`src/rtl/demux_8_reg_pkg.sv`:
```
// Shared constants for the 8-channel demux/mux pair: channel count, select width
// and the select-to-strobe decode.
package demux_8_reg_pkg;

    localparam int NUM_CH = 8;
    localparam int SEL_W  = 3;

    function automatic logic [NUM_CH-1:0] sel_onehot(input logic [SEL_W-1:0] sel);
        return NUM_CH'(1) << sel;
    endfunction

endpackage

```
`src/rtl/demux_slot.sv`:
```
// One-entry holding register with a valid bit for a single demux channel.
// Per-cycle priority: reset > flush > load > drain > hold.
module demux_slot #(
    parameter int WIDTH = 32
) (
    input  logic             clk,
    input  logic             resetn,
    input  logic             flush,
    input  logic             load,
    input  logic [WIDTH-1:0] data_in,
    input  logic             ready,
    output logic             valid,
    output logic [WIDTH-1:0] data_out
);

    logic             r_valid;
    logic [WIDTH-1:0] r_data;

    always_ff @(posedge clk) begin
        if (!resetn) begin
            r_valid <= 1'b0;
            r_data  <= '0;
        end else if (flush) begin
            // Flush only drops validity; the stale word stays in place.
            r_valid <= 1'b0;
        end else if (load) begin
            r_valid <= 1'b1;
            r_data  <= data_in;
        end else if (ready) begin
            r_valid <= 1'b0;
        end
    end

    assign valid    = r_valid;
    assign data_out = r_data;

endmodule

```
`src/rtl/demux_8_reg.sv`:
```
// Registered 1-to-8 demultiplexer: each accepted word lands in the holding slot
// named by in_sel; only that slot's occupancy can back-pressure the input.
module demux_8_reg
    import demux_8_reg_pkg::*;
#(
    parameter int WIDTH = 32
) (
    input  logic                    clk,
    input  logic                    resetn,
    input  logic                    flush,
    input  logic                    in_valid,
    output logic                    in_ready,
    input  logic [SEL_W-1:0]        in_sel,
    input  logic [WIDTH-1:0]        in_data,
    output logic [NUM_CH-1:0]       out_valid,
    input  logic [NUM_CH-1:0]       out_ready,
    output logic [NUM_CH*WIDTH-1:0] out_data
);

    logic [NUM_CH-1:0] w_valid;
    logic [NUM_CH-1:0] w_load;
    logic              w_accept;

    // A slot can take a word when empty or when its consumer drains it this cycle.
    assign in_ready = ~flush & (~w_valid[in_sel] | out_ready[in_sel]);
    assign w_accept = in_valid & in_ready;

    // Gating with in_valid keeps an undriven in_sel out of the slot state.
    assign w_load    = w_accept ? sel_onehot(in_sel) : '0;
    assign out_valid = w_valid;

    generate
        for (genvar gi = 0; gi < NUM_CH; gi++) begin : g_slot
            demux_slot #(
                .WIDTH(WIDTH)
            ) u_slot (
                .clk      (clk),
                .resetn   (resetn),
                .flush    (flush),
                .load     (w_load[gi]),
                .data_in  (in_data),
                .ready    (out_ready[gi]),
                .valid    (w_valid[gi]),
                .data_out (out_data[gi*WIDTH +: WIDTH])
            );
        end
    endgenerate

endmodule
```
`config.mk`:
```
export PLATFORM = sky130hd
export DESIGN_NAME = demux_8_reg
export DESIGN_NICKNAME = d
export VERILOG_FILES = /design/src/rtl/demux_8_reg_pkg.sv /design/src/rtl/demux_slot.sv /design/src/rtl/demux_8_reg.sv
export SDC_FILE = /design/constraint.sdc
export NUM_CORES = 1
export LEC_CHECK = 0
export BUFFER_PORTS_ARGS = -buffer_cell sky130_fd_sc_hd__buf_2
export CORE_MARGIN = 2
export CORE_UTILIZATION = 31
export DETAILED_ROUTE_END_ITERATION = 8
export PLACE_DENSITY = 0.55
export SLEW_MARGIN = 20
export SYNTH_ARGS = -nofsm -noshare
export SYNTH_HDL_FRONTEND = slang
export SYNTH_SLANG_ARGS = --single-unit
export TNS_END_PERCENT = 20
```
`constraint.sdc`:
```
create_clock -name clk -period 3.9 [get_ports clk]
set_clock_uncertainty 0.2 [all_clocks]
set_input_delay 0.585 -clock clk [delete_from_list [all_inputs] [get_ports clk]]
set_output_delay 0.585 -clock clk [all_outputs]
set_load 0.02 [all_outputs]
```
==> impl_metrics.toml <==
[worst_setup_path]
slowest_delay_ps = 510
crit_path_start = "g_slot[7].u_slot.valid"
critPathMaxFanout = 3
rrSetupSlack_ps = 1970
start_kind = "flip-flop"
reg2reg_from = "g_slot[0].u_slot.valid"
cp_cell_sequence = "nand2b_1, mux4_2, a22o_1, buf_2"
required_ps = 3120
r2r-end = "g_slot[0].u_slot.data_out[30]"
crit_end = "in_ready"
cp-end-kind = "output port"
ff2ff_path_depth = 4
criticalPathCategory = "flip-flop to output port"
cp.arrival_ps = 1990
slowest_stage = "mux4_2"

[synth]
synth_mux_area_share_pct = 0.389
synth.area.top_cells = "dfxtp_1, o31ai_1, nand4_1, a21oi_1, clkbuf_1"
synth_area_sq_um = 11600
syn_avg_cell_area_sq_um = 8.71
syn_inst = 1330
synth_compound_area_share_pct = 28.1
yosysSeqAreaShare_pct = 45.6
ys_types = 23
synth-xor-area-share_pct = 0
synth_fa_ha_area_share_pct = 0
yosys.area_share.simple_pct = 15.8
synth.largest_area_cell = "dfxtp_1"
yosysWarnings = 0
netlist.area_leader.share_pct = 45.6
ys_seq_elements = 264
syn_nets = 1377
synth_top_family_by_area = "compound AO/OA/AOI/OAI gates"

[clock_tree]
clockBufferDepth = 3
cts_tree = "done"
clk_pin_slew_ps = 60
root_buffer = "clkbuf_16"
htreeDepth = 1
cts_sinks = 264
cts_made_buffers = 30
hold_buffers = 0
clk_latency_ps = 560
ctsResizeCount = 0
postCtsSetupBuffers = 0

[power_and_ir_drop]
power_leakage_uw = 0.00520
finalPower_uw = 6260
irDropWorstVdd_mv = 0.323
power_density_nw_per_um2 = 446

[grt]
grt_pass1_wl_microns = 76400
grt_pass1_vias = 11100
grt_max_degree = 136
overflow = 0
antenna_found_initial = 0
track_usage_pct = 26.2

[timing]
rsz0062_at_grt = "no"
setup_tns_ps = 0
hold_violations = 0
post-route-period-util_pct = 71.1
slew_viol_final = 0
period_minus_slack_ps = 2770
worstMarginPinSlew_ps = 937
slew_headroom_pct = 37.5
setup_viol = 0
hold_slack_ps = 227
max_freq_ghz = 0.361

[floorplanning]
start_util_pct = 31.6
core_region_area_sq_um = 36700
io_pins = 312
dieArea_sq_um = 38900
num_rows = 70
die_w_microns = 197
die_y_microns = 197

[place]
numPortBuffers = 311
dp.cells = 1899
gp_congestion = 0.747
dp_hpwl_microns = 30800

[finish]
layout-drive-gt1-share_pct = 28.1
layout_common_cells = "buf_2, a21oi_1, dfxtp_1, nand4_1, o31ai_1"
instances_no_fill = 1954
ff_latch_area_sq_um = 5290
n_fill_cell = 3768
areaGrowthSynthToFinish_pct = 21.3
final_common_cell = "buf_2"
multi_input_area_sq_um = 5190
fin_util_pct = 38.3
n_antenna_cell = 0
fin_nets = 1510

[route]
route.detailed.drc = 0
drt_iter0_drc = 1432
drt_first_pass_iters = 5
viasPerCell = 6.13
wl_microns = 53600
ant_nets = 0
via_count = 12000
routedWlPerCell_microns = 27.4

[outcome]
status = "finished, final reports clean"

[run]
drv_cap = 0

[worst_hold_path]
hp-class = "input pin to flip-flop"
==> worst min path at each step <==
stage                                  startpoint                       endpoint  slack [ps]  cells after the start
floorplan            g_slot[0].u_slot.data_out[0]   g_slot[0].u_slot.data_out[0]         350                      2
global placement     g_slot[3].u_slot.data_out[5]   g_slot[3].u_slot.data_out[5]         250                      2
detailed placement  g_slot[4].u_slot.data_out[21]  g_slot[4].u_slot.data_out[21]         260                      2
CTS                                  out_ready[6]         g_slot[6].u_slot.valid         180                      4
global route                         out_ready[6]         g_slot[6].u_slot.valid         210                      4
finish                               out_ready[6]         g_slot[6].u_slot.valid         230                      4
==> routing by layer <==
metal / wire length [microns] / global-route usage (%) / up-vias
li1: - / - / 5380
met1: 22900 / 36.5 / 5919
met2: 23700 / 39.6 / 598
met3: 5330 / 6.98 / 78
met4: 1670 / 7.83 / 0
met5: 0 / 0 / -
==> state kept, by name (all words and copies together), names as in the netlist <==
name and count:
g_slot.u_slot.data_out 256, g_slot.u_slot.valid 8
==> Yosys cell counts <==
| cell | count |
|---|---|
| o31ai_1 | 256 |
| buf_2 | 55 |
| nor3b_2 | 1 |
| clkbuf_2 | 32 |
| buf_6 | 13 |
| nor2b_1 | 11 |
| a21oi_1 | 264 |
| nor2_1 | 10 |
| or3b_1 | 1 |
| mux4_2 | 2 |
| nand4_1 | 256 |
| and2_1 | 1 |
| dfxtp_1 | 264 |
| or2_1 | 1 |
| clkbuf_1 | 126 |
| nand2_1 | 1 |
| nand2b_1 | 11 |
| buf_1 | 12 |
| buf_4 | 9 |
| inv_1 | 1 |
| a22o_1 | 1 |
| and3b_1 | 1 |
| nand3b_1 | 1 |
==> where the power goes <==
part	switching, uW	internal [uW]
clock	1170	1790
sequential	19.9	2730
combinational	451	109
==> area by class of cell <==
cell class,instances,area share [%]
sequential,264,37.6
multi-input combinational,818,36.9
timing repair buffer,348,13.9
clock buffer,50,6.81
tap,468,4.17
clock inverter,5,0.534
inverter,1,0.0801
==> cells by family (layout without fill, tap and decap cells) <==
| family | count (synthesis) | in the layout |
|---|---|---|
| muxes | 2 | 2 |
| and+or+nand+nor | 295 | 295 |
| DFF | 264 | 264 |
| AOI/OAI and AO/OA | 521 | 521 |
| buffers and inverters | 248 | 404 |
==> through the flow <==
step                worst slack, ps  area, sq um
global placement               1230        13000
CTS                            1070        14100
global route                   1020        14100
finish                         1130        14100
detailed placement             1230        13000
floorplan                      1510        11600
==> worst max-delay path, delay by kind of cell (launching register included) <==
kind	cells	cell delay, ps
buf+inv	1	170
flops	1	360
mux	1	510
compound gates	1	250
simple gates	1	140
(Power assumes the default switching activity.)
